<file path="src/rtl/buzzer_scheduler_if.sv">
// Request-side bus of the buzzer scheduler: per-requester pulses,
// packed pattern fields and per-requester status back to the requesters.
interface buzzer_scheduler_if #(
    parameter int NUM_REQ = 4,
    parameter int DUR_W   = 32,
    parameter int CNT_W   = 8
);
    logic [NUM_REQ-1:0]       req;
    logic [NUM_REQ*DUR_W-1:0] req_on;
    logic [NUM_REQ*DUR_W-1:0] req_off;
    logic [NUM_REQ*CNT_W-1:0] req_count;
    logic [NUM_REQ-1:0]       abort;
    logic [NUM_REQ-1:0]       busy;
    logic [NUM_REQ-1:0]       done;

    modport master (
        output req, req_on, req_off, req_count, abort,
        input  busy, done
    );

    modport slave (
        input  req, req_on, req_off, req_count, abort,
        output busy, done
    );
endinterface

</file>
<file path="src/rtl/buzzer_scheduler.sv">
// Round-robin sharing of one buzzer between NUM_REQ requesters, each
// playing an on/off/repeat beep pattern through continuous-mode enable.
module buzzer_scheduler #(
    parameter int NUM_REQ = 4,
    parameter int DUR_W   = 32,
    parameter int CNT_W   = 8,
    localparam int ID_W   = $clog2(NUM_REQ)
) (
    input  logic              clk,
    input  logic              resetn,
    buzzer_scheduler_if.slave bus,
    input  logic              mute,
    output logic              active,
    output logic [ID_W-1:0]   active_id,
    output logic              buz_enable,
    output logic [1:0]        buz_mode,
    output logic [31:0]       buz_duration_on,
    output logic [31:0]       buz_duration_off
);

    typedef enum logic [1:0] {IDLE, ON, OFF} state_t;

    state_t             state;
    logic [NUM_REQ-1:0] pending;
    logic [NUM_REQ-1:0] busy;
    logic [NUM_REQ-1:0] cand;
    logic [NUM_REQ-1:0] done;
    logic [DUR_W-1:0]   on_q  [NUM_REQ];
    logic [DUR_W-1:0]   off_q [NUM_REQ];
    logic [CNT_W-1:0]   cnt_q [NUM_REQ];
    logic [DUR_W-1:0]   on_in [NUM_REQ];
    logic [CNT_W-1:0]   cnt_in[NUM_REQ];
    logic [DUR_W-1:0]   on_cnt;
    logic [DUR_W-1:0]   off_cnt;
    logic [CNT_W-1:0]   rep_cnt;
    logic [ID_W-1:0]    rr;
    logic [ID_W-1:0]    grant;
    logic               found;
    logic               play;
    logic               last;
    logic               abort_act;

    // Zero on-time and zero count both mean one, so fold that in at latch time
    always_comb begin
        for (int i = 0; i < NUM_REQ; i++) begin
            on_in[i]  = bus.req_on[i*DUR_W +: DUR_W];
            cnt_in[i] = bus.req_count[i*CNT_W +: CNT_W];
            if (on_in[i] == '0) on_in[i] = DUR_W'(1);
            if (cnt_in[i] == '0) cnt_in[i] = CNT_W'(1);
        end
    end

    always_comb begin
        busy = pending;
        if (active) busy[active_id] = 1'b1;
    end

    assign cand      = pending & ~bus.abort;
    assign abort_act = active && bus.abort[active_id];

    always_comb begin
        found = 1'b0;
        grant = '0;
        for (int k = 1; k <= NUM_REQ; k++) begin
            if (!found && cand[(int'(rr) + k) % NUM_REQ]) begin
                found = 1'b1;
                grant = ID_W'((int'(rr) + k) % NUM_REQ);
            end
        end
    end

    // Final cycle of a beep: on phase with no gap, or last gap cycle
    assign last = (state == ON && on_cnt == DUR_W'(1) && off_cnt == '0)
               || (state == OFF && off_cnt == DUR_W'(1));

    always_ff @(posedge clk or negedge resetn) begin
        if (!resetn) begin
            state     <= IDLE;
            pending   <= '0;
            on_cnt    <= '0;
            off_cnt   <= '0;
            rep_cnt   <= '0;
            rr        <= ID_W'(NUM_REQ - 1);
            active    <= 1'b0;
            active_id <= '0;
            play      <= 1'b0;
            done      <= '0;
            for (int i = 0; i < NUM_REQ; i++) begin
                on_q[i]  <= '0;
                off_q[i] <= '0;
                cnt_q[i] <= '0;
            end
        end else begin
            done <= '0;
            for (int i = 0; i < NUM_REQ; i++) begin
                if (bus.abort[i]) begin
                    pending[i] <= 1'b0;
                end else if (bus.req[i] && !busy[i]) begin
                    pending[i] <= 1'b1;
                    on_q[i]    <= on_in[i];
                    off_q[i]   <= bus.req_off[i*DUR_W +: DUR_W];
                    cnt_q[i]   <= cnt_in[i];
                end
            end
            unique case (state)
                IDLE: begin
                    if (found) begin
                        rr             <= grant;
                        active_id      <= grant;
                        active         <= 1'b1;
                        pending[grant] <= 1'b0;
                        on_cnt         <= on_q[grant];
                        off_cnt        <= off_q[grant];
                        rep_cnt        <= cnt_q[grant];
                        play           <= 1'b1;
                        state          <= ON;
                    end
                end
                ON: begin
                    if (on_cnt != DUR_W'(1)) begin
                        on_cnt <= on_cnt - DUR_W'(1);
                    end else if (off_cnt != '0) begin
                        play  <= 1'b0;
                        state <= OFF;
                    end
                end
                OFF: begin
                    if (off_cnt != DUR_W'(1))
                        off_cnt <= off_cnt - DUR_W'(1);
                end
                default: state <= IDLE;
            endcase
            if (last) begin
                if (rep_cnt > CNT_W'(1)) begin
                    rep_cnt <= rep_cnt - CNT_W'(1);
                    on_cnt  <= on_q[active_id];
                    off_cnt <= off_q[active_id];
                    play    <= 1'b1;
                    state   <= ON;
                end else begin
                    done[active_id] <= 1'b1;
                    active_id       <= '0;
                    active          <= 1'b0;
                    play            <= 1'b0;
                    state           <= IDLE;
                end
            end
            // Cancelling the served pattern ends it silently, no done
            if (abort_act) begin
                done      <= '0;
                active_id <= '0;
                active    <= 1'b0;
                play      <= 1'b0;
                state     <= IDLE;
            end
        end
    end

    assign bus.done         = done;
    assign bus.busy         = busy;
    assign buz_enable       = play & ~mute;
    assign buz_mode         = 2'b10;
    assign buz_duration_on  = '0;
    assign buz_duration_off = '0;

endmodule

</file>
<file path="src/flat_wrapper.sv">
// flat-port wrapper written by rule: the top's interface ports become plain ports
module buzzer_scheduler_flat 
#(
    parameter int NUM_REQ = 4,
    parameter int DUR_W   = 32,
    parameter int CNT_W   = 8,
    localparam int ID_W   = $clog2(NUM_REQ)
)
  (clk, resetn, mute, active, active_id, buz_enable, buz_mode, buz_duration_on, buz_duration_off, bus_req, bus_req_on, bus_req_off, bus_req_count, bus_abort, bus_busy, bus_done);
  buzzer_scheduler_if #(.NUM_REQ(NUM_REQ), .DUR_W(DUR_W), .CNT_W(CNT_W)) bus_i ();
  input  logic clk;
  input  logic resetn;
  input  logic mute;
  output logic active;
  output logic [ID_W-1:0] active_id;
  output logic buz_enable;
  output logic [1:0] buz_mode;
  output logic [31:0] buz_duration_on;
  output logic [31:0] buz_duration_off;
  input wire logic [$bits(bus_i.req)-1:0] bus_req;
  input wire logic [$bits(bus_i.req_on)-1:0] bus_req_on;
  input wire logic [$bits(bus_i.req_off)-1:0] bus_req_off;
  input wire logic [$bits(bus_i.req_count)-1:0] bus_req_count;
  input wire logic [$bits(bus_i.abort)-1:0] bus_abort;
  output wire logic [$bits(bus_i.busy)-1:0] bus_busy;
  output wire logic [$bits(bus_i.done)-1:0] bus_done;
  assign bus_i.req = bus_req;
  assign bus_i.req_on = bus_req_on;
  assign bus_i.req_off = bus_req_off;
  assign bus_i.req_count = bus_req_count;
  assign bus_i.abort = bus_abort;
  assign bus_busy = bus_i.busy;
  assign bus_done = bus_i.done;
  buzzer_scheduler #(.NUM_REQ(NUM_REQ), .DUR_W(DUR_W), .CNT_W(CNT_W)) u_core (.clk(clk), .resetn(resetn), .bus(bus_i), .mute(mute), .active(active), .active_id(active_id), .buz_enable(buz_enable), .buz_mode(buz_mode), .buz_duration_on(buz_duration_on), .buz_duration_off(buz_duration_off));
endmodule
</file>
<file path="config.mk">
export PLATFORM = sky130hd
export DESIGN_NAME = buzzer_scheduler_flat
export DESIGN_NICKNAME = d
export VERILOG_FILES = /design/src/rtl/buzzer_scheduler_if.sv /design/src/rtl/buzzer_scheduler.sv /design/src/flat_wrapper.sv
export SDC_FILE = /design/constraint.sdc
export NUM_CORES = 1
export LEC_CHECK = 0
export ABC_AREA = 0
export BUFFER_PORTS_ARGS = -buffer_cell sky130_fd_sc_hd__buf_4
export CORE_MARGIN = 5
export CORE_UTILIZATION = 30
export DETAILED_ROUTE_END_ITERATION = 16
export PLACE_DENSITY = 0.48
export SYNTH_ARGS = -nofsm -noshare
export SYNTH_HDL_FRONTEND = slang
export SYNTH_SLANG_ARGS = --single-unit
</file>
<file path="constraint.sdc">
create_clock -name clk -period 3.1 [get_ports clk]
set_input_delay 0.155 -clock clk [delete_from_list [all_inputs] [get_ports clk]]
set_output_delay 0.155 -clock clk [all_outputs]
set_load 0.01 [all_outputs]
</file>
# Yosys cells after proc, flatten, opt, wreduce, memory -nomap -nowiden
# Index checks and enable logic that the tools add are counted.
[op_classes] addsub=7 n_lt_le_gt_ge=11 n_eq_ne=10 mux=101 bitwise=17 reduce_logical=44
[op_table] cell="2-to-1 mux 32 bit" n=20
[op_table] cell="binary-select mux 32 bit (select 2 bit)" n=4
[op_table] cell="logical NOT 32 bit" n=5
[op_table] cell="case mux 32 bit (2 select lines)" n=2
[op_table] cell="2-to-1 mux 8 bit" n=10
[op_table] cell="equality test 32 x 1 -> 1 bit (second input constant)" n=2
[op_table] cell="inequality test 32 x 1 -> 1 bit (second input constant)" n=2
[op_table] cell="subtractor 32 x 1 -> 32 bit (second input constant)" n=2
[op_table] cell="2-to-1 mux 1 bit" n=35
[op_table] cell="logical NOT 8 bit" n=4
[op_table] cell="nonzero test 32 bit" n=1
[op_table] cell="2-to-1 mux 2 bit" n=14
[op_table] cell="2-to-1 mux 4 bit" n=6
[op_table] cell="binary-select mux 8 bit (select 2 bit)" n=1
[op_table] cell="< comparator 3 x 4 -> 1 bit (second input constant)" n=4
[op_table] cell="logical AND 1 bit" n=13
[op_table] cell="binary-select mux 1 bit (select 2 bit)" n=5
[op_table] cell="AND reduction 2 bit" n=5
[op_table] cell="bitwise AND 4 bit" n=2
[op_table] cell="greater-than comparator 8 x 1 -> 1 bit (second input constant)" n=1
[op_table] cell="inequality test 4 x 2 -> 1 bit (second input constant)" n=2
[op_table] cell="inverter 4 bit" n=2
[op_table] cell="AND reduction 4 bit" n=2
[op_table] cell="OR reduction 2 bit" n=4
[op_table] cell="other kinds (22)" n=42
[word_totals] reg_bits=376 out_inout_bits=78 word_cells=212

# Logic depth before layout (Yosys ltp)
[logic_depth] depth_word=24 mapped_depth=11 mapped_depth_nobuf=9

# Least setup slack after synthesis
# No wires, ideal clock.
[synth_path] path_type="flip-flop to flip-flop" from="register u_core.off_cnt[2]" to="register u_core.on_cnt[18]" arrival_ps=2624 t_required_ps=2960 path_slack_ps=337 stages_incl_launch_ff=11 path_buffers=3 synth_period_minus_slack_ps=2763 path_cell_list="dfrtp_1 -> or4_1 -> buf_2 -> or4_4 -> or3_1 -> buf_6 -> o32ai_4 -> nand2_1 -> buf_2 -> nor2_1 -> a21oi_1"
[synth_between] elab_chain_cells=4 word_cells_on_any_way=6 classes_between="eq/ne (1); mux (1); reduce/logical (4)"
[synth_rtl] element="start: declaration" line="buzzer_scheduler.sv:34" rtl="logic [DUR_W-1:0] off_cnt;"
[synth_rtl] element="start signal: assignment" line="buzzer_scheduler.sv:113" rtl="off_cnt <= off_q[grant];"
[synth_rtl] element="start signal: assignment" line="buzzer_scheduler.sv:129" rtl="off_cnt <= off_cnt - DUR_W'(1);"
[synth_rtl] element="start signal: assignment" line="buzzer_scheduler.sv:137" rtl="off_cnt <= off_q[active_id];"
[synth_rtl] element="equality test 32 x 1 -> 1 bit or logical NOT 32 bit (tied branches)" line="buzzer_scheduler.sv:74, buzzer_scheduler.sv:73"
[synth_rtl] element="logical AND 1 bit (on tied branches)" line="buzzer_scheduler.sv:74, buzzer_scheduler.sv:73"
[synth_rtl] element="logical OR 1 bit *" line="buzzer_scheduler.sv:74" rtl="|| (state == OFF && off_cnt == DUR_W'(1));"
[synth_rtl] element="2-to-1 mux 32 bit *" line="buzzer_scheduler.sv:133" rtl="if (last) begin"
[synth_rtl] element="end signal: assignment" line="buzzer_scheduler.sv:112" rtl="on_cnt <= on_q[grant];"
[synth_rtl] element="end signal: assignment" line="buzzer_scheduler.sv:121" rtl="on_cnt <= on_cnt - DUR_W'(1);"
[synth_rtl] element="end signal: assignment" line="buzzer_scheduler.sv:136" rtl="on_cnt <= on_q[active_id];"
[synth_rtl] element="end: declaration" line="buzzer_scheduler.sv:33" rtl="logic [DUR_W-1:0] on_cnt;"
# Every way passes the cells marked *; elsewhere a longest branch is shown, timed or not.
# A chain may end at the register's enable or synchronous reset.

# Worst setup path after layout
[layout_path] from="register u_core.off_cnt[2]" to="register u_core.off_cnt[21]"
[layout_between] elab_chain_cells=5 word_cells_on_any_way=11 classes_between="add/sub (1); eq/ne (2); mux (4); reduce/logical (4)"
[layout_rtl] element="subtractor 32 x 1 -> 32 bit or inequality test 32 x 1 -> 1 bit (tied branches)" line="buzzer_scheduler.sv:129, buzzer_scheduler.sv:128"
[layout_rtl] element="2-to-1 mux 32 bit" line="buzzer_scheduler.sv:128" rtl="if (off_cnt != DUR_W'(1))"
[layout_rtl] element="case mux 32 bit (2 select lines)" line="buzzer_scheduler.sv:105" rtl="unique case (state)"
[layout_rtl] element="2-to-1 mux 32 bit" line="buzzer_scheduler.sv:134" rtl="if (rep_cnt > CNT_W'(1)) begin"
[layout_rtl] element="2-to-1 mux 32 bit *" line="buzzer_scheduler.sv:133"
# Marked as above.

==> key figures <==
Global routing
  • Global-route wire length before repair: 125 mm
  • Grt ovf: 0
  • Largest net degree at the start of global routing: 80
  • Via count of the first global-routing pass: just under 20000
  • Total GRT Usage: 0.214
  • Antenna violations before repair: 0

CTS
  • CTS HTree Levels: 2
  • Clock tree from TritonCTS: done
  • Cell at the root of the clock tree: clkbuf_16
  • Sink count of the clock tree: 376
  • Register clock-pin slew on the reported worst setup and hold paths: approximately 60 ps
  • Number of CTS-inserted buffers: 47
  • Max Buffers Root-to-Sink: 3
  • Clock latency on the worst-skew pair: a little under 600 ps

Place
  • Weighted congestion reported at the end of routability-driven placement: 0.888
  • Post-placement setup slack: around 190 ps
  • HPWL after detailed placement: 58.4 mm
  • Number of port buffers: 310

Synthesis
  • Most frequently used flop master after synthesis: dfrtp_1
  • Post-synthesis cell area: roughly 21000 um2
  • Avg Inst Size Synth: about 11 um2
  • Yosys warnings: 0
  • Number of standard cells after synthesis: just under 2000
  • Number of synthesized register bits: ~380
  • Number of enable flip-flop cells after synthesis: 0
  • Top post-synthesis cells by area: dfrtp_1, mux2_2, mux4_2
  • Synth top area share: 0.443
  • Distinct cell type count of the synthesized netlist: 74
  • Proportion of synthesized chip area in sequential cells: 0.445
  • Post-synthesis cell type with the largest combined area: dfrtp_1
  • Fraction of synthesis flops using an asynchronous set or reset pin: 1.00

Drt
  • ANT nets after route: 0
  • First DRT Iteration DRCs: between 1000 and 1500
  • Avg WL per Cell: roughly 23 um
  • DRT Wirelength: between 80 and 90 mm
  • Via count: about 19000
  • Residual DRC count: 0
  • Routed vias/inst: about 5.3
  • Pre-antenna DRT Iters: 5

Die
  • Y dimension of the die: around 280 um
  • Starting density of the core: 0.302
  • Core area: 69900 um2
  • Number of top-level design ports: approximately 380
  • DIE AREA: roughly 76000 um2
  • Die span in x: about 280 um
  • Site row count: between 90 and 100

Final layout
  • P&R area growth vs syn: 39.3%
  • Top library cells by usage in the layout, fill and taps aside: buf_4, dfrtp_1, dlygate4sd3_1
  • Layout cells sized above 1: 0.330
  • Leading cell type in the layout, fill and taps excluded: buf_4
  • Net count of the finished layout: a little under 3000
  • Filler cells: between 6000 and 7000
  • Register Area: around 9400 um2
  • Area of the multi-input gates: 10900 um2

Power and ir drop
  • Leak: around 0.012 uW
  • Power density over the cells: ~900 nW/um2
  • IR drop worst, VDD: around 0.49 mV

STA
  • Setup TNS Final: 0 ps
  • Final cycle utilization of the critical path: 0.937
  • Fmax: ~0.34 GHz
  • Slew of the pin with the lowest slew margin: between 900 and 1000 ps
  • Hold violation total from the final report: 0
  • Unrepaired setup endpoints after global routing: no
  • Period minus WS final: 2910 ps
  • Count of final setup violators: 0
  • Worst max-slew margin expressed relative to the limit: 0.367
  • Pins Over Slew Limit: 0
  • Post-Route Skew: approximately 22 ps
  • PnR worst setup slack: between 150 and 200 ps

Critical path
  • CP Class: reg2reg
  • CP Data Arrival Time: 3350 ps
  • Data required time at the worst endpoint: roughly 3500 ps
  • CP max FO: 7
  • Critical path capture point type: register
  • CP Launch Type: register

Run
  • Max-Cap Viols: 0

Status
  • Outcome: completed

Min path
  • Worst Hold Class: in2reg
-- stage by stage --
step           hold slack [ps]  power, uW   util  area, um2  cells
2_1_floorplan             -141      16000      -      21400   2037
3_3_place_gp               230      20300  0.357      24900   3186
3_5_place_dp               230      20500  0.357      24900   3186
4_1_cts                   15.9      26600  0.421      29400   3561
5_1_grt                   47.9      28100  0.421      29500   3563
6_report                  41.0      26400  0.421      29500   3564
-- cells in the mapped netlist (43+ instances only) --
master    number
a21oi_1       94
buf_4         70
clkbuf_1     106
dfrtp_1      374
mux2_2       287
mux2i_1       49
mux4_2        65
nand2_1      236
nand3_1       70
nor2_1        90
nor3_1        43
nor4_1        63
o21ai_0       57
-- power by group --
part	switching, uW	total [uW]	internal (uW)
sequential	2150	9300	7150
clock	2220	5640	3420
combinational	5950	11500	5550
-- layout make-up --
class,instances,share of cell area
Multi-Input combinational cell,1446,0.371
Sequential cell,376,0.320
Timing Repair Buffer,701,0.214
Clock buffer,67,0.0470
Tap cell,940,0.0399
Clock inverter,16,0.00637
Inverter,17,0.00217
Antenna cell,1,0.0000850
-- flip-flops by register name (all words and copies together) (netlist names) --
register,flops
u_core.active,1
u_core.active_id,2
u_core.bus.done,4
u_core.cnt_q,32
u_core.off_cnt,32
u_core.off_q,128
u_core.on_cnt,32
u_core.on_q,128
u_core.pending,4
u_core.play,1
u_core.rep_cnt,8
u_core.rr,2
u_core.state,2
-- cells by family (layout without fill, tap and decap cells) --
logic type / count (synthesis) / in the layout / share of synthesized area
DFF: 376 / 376 / 0.445
buffers and inverters: 215 / 801 / 0.0519
and+or+nand+nor: 627 / 627 / 0.144
other: 2 / 67 / 0.000355
adders and majority gates: 6 / 6 / 0.00355
AOI/OAI and AO/OA: 340 / 340 / 0.107
xor gates and xnor gates: 6 / 6 / 0.00249
muxes: 401 / 401 / 0.245
-- metal layers --
| layer | track usage | vias up | share of wire |
|---|---|---|---|
| met5 | 0 | - | 0 |
| met4 | 0.0531 | 0 | 0.023 |
| met3 | 0.0369 | 107 | 0.064 |
| met2 | 0.336 | 683 | 0.45 |
| met1 | 0.309 | 9511 | 0.46 |
| li1 | - | 8505 | - |
-- path summary, 6_finish.rpt --
check                                   from            endpoint  slack (ps)  depth (start not counted)
min in group asynchronous             resetn   u_core.off_q[126]         180                          2
min                             bus_abort[0]   u_core.pending[0]          40                          3
max reg2reg                u_core.off_cnt[2]  u_core.off_cnt[21]         190                          9
min reg2reg                  u_core.cnt_q[0]     u_core.cnt_q[0]         490                          2
max in group asynchronous             resetn     u_core.on_q[81]        2070                          3
max                        u_core.off_cnt[2]  u_core.off_cnt[21]         190                          9
-- worst max-delay path, stage by stage, from the launching register on --
cell and delay, ps:
dfrtp_1 410, or4_1 580, buf_4 190, nor4_1 350
o21ai_0 170, buf_4 190, nor4_1 380, mux2_2 390
nand2_1 70, a21oi_1 50
-- repair_timing --
action	CTS	global route
resized for setup	0	1
buffers inserted	0	2
hold endpoints to repair	359	0
hold buffers	292	0
setup endpoints to repair	0	13
Note: power is estimated with default switching activity, not from simulation.
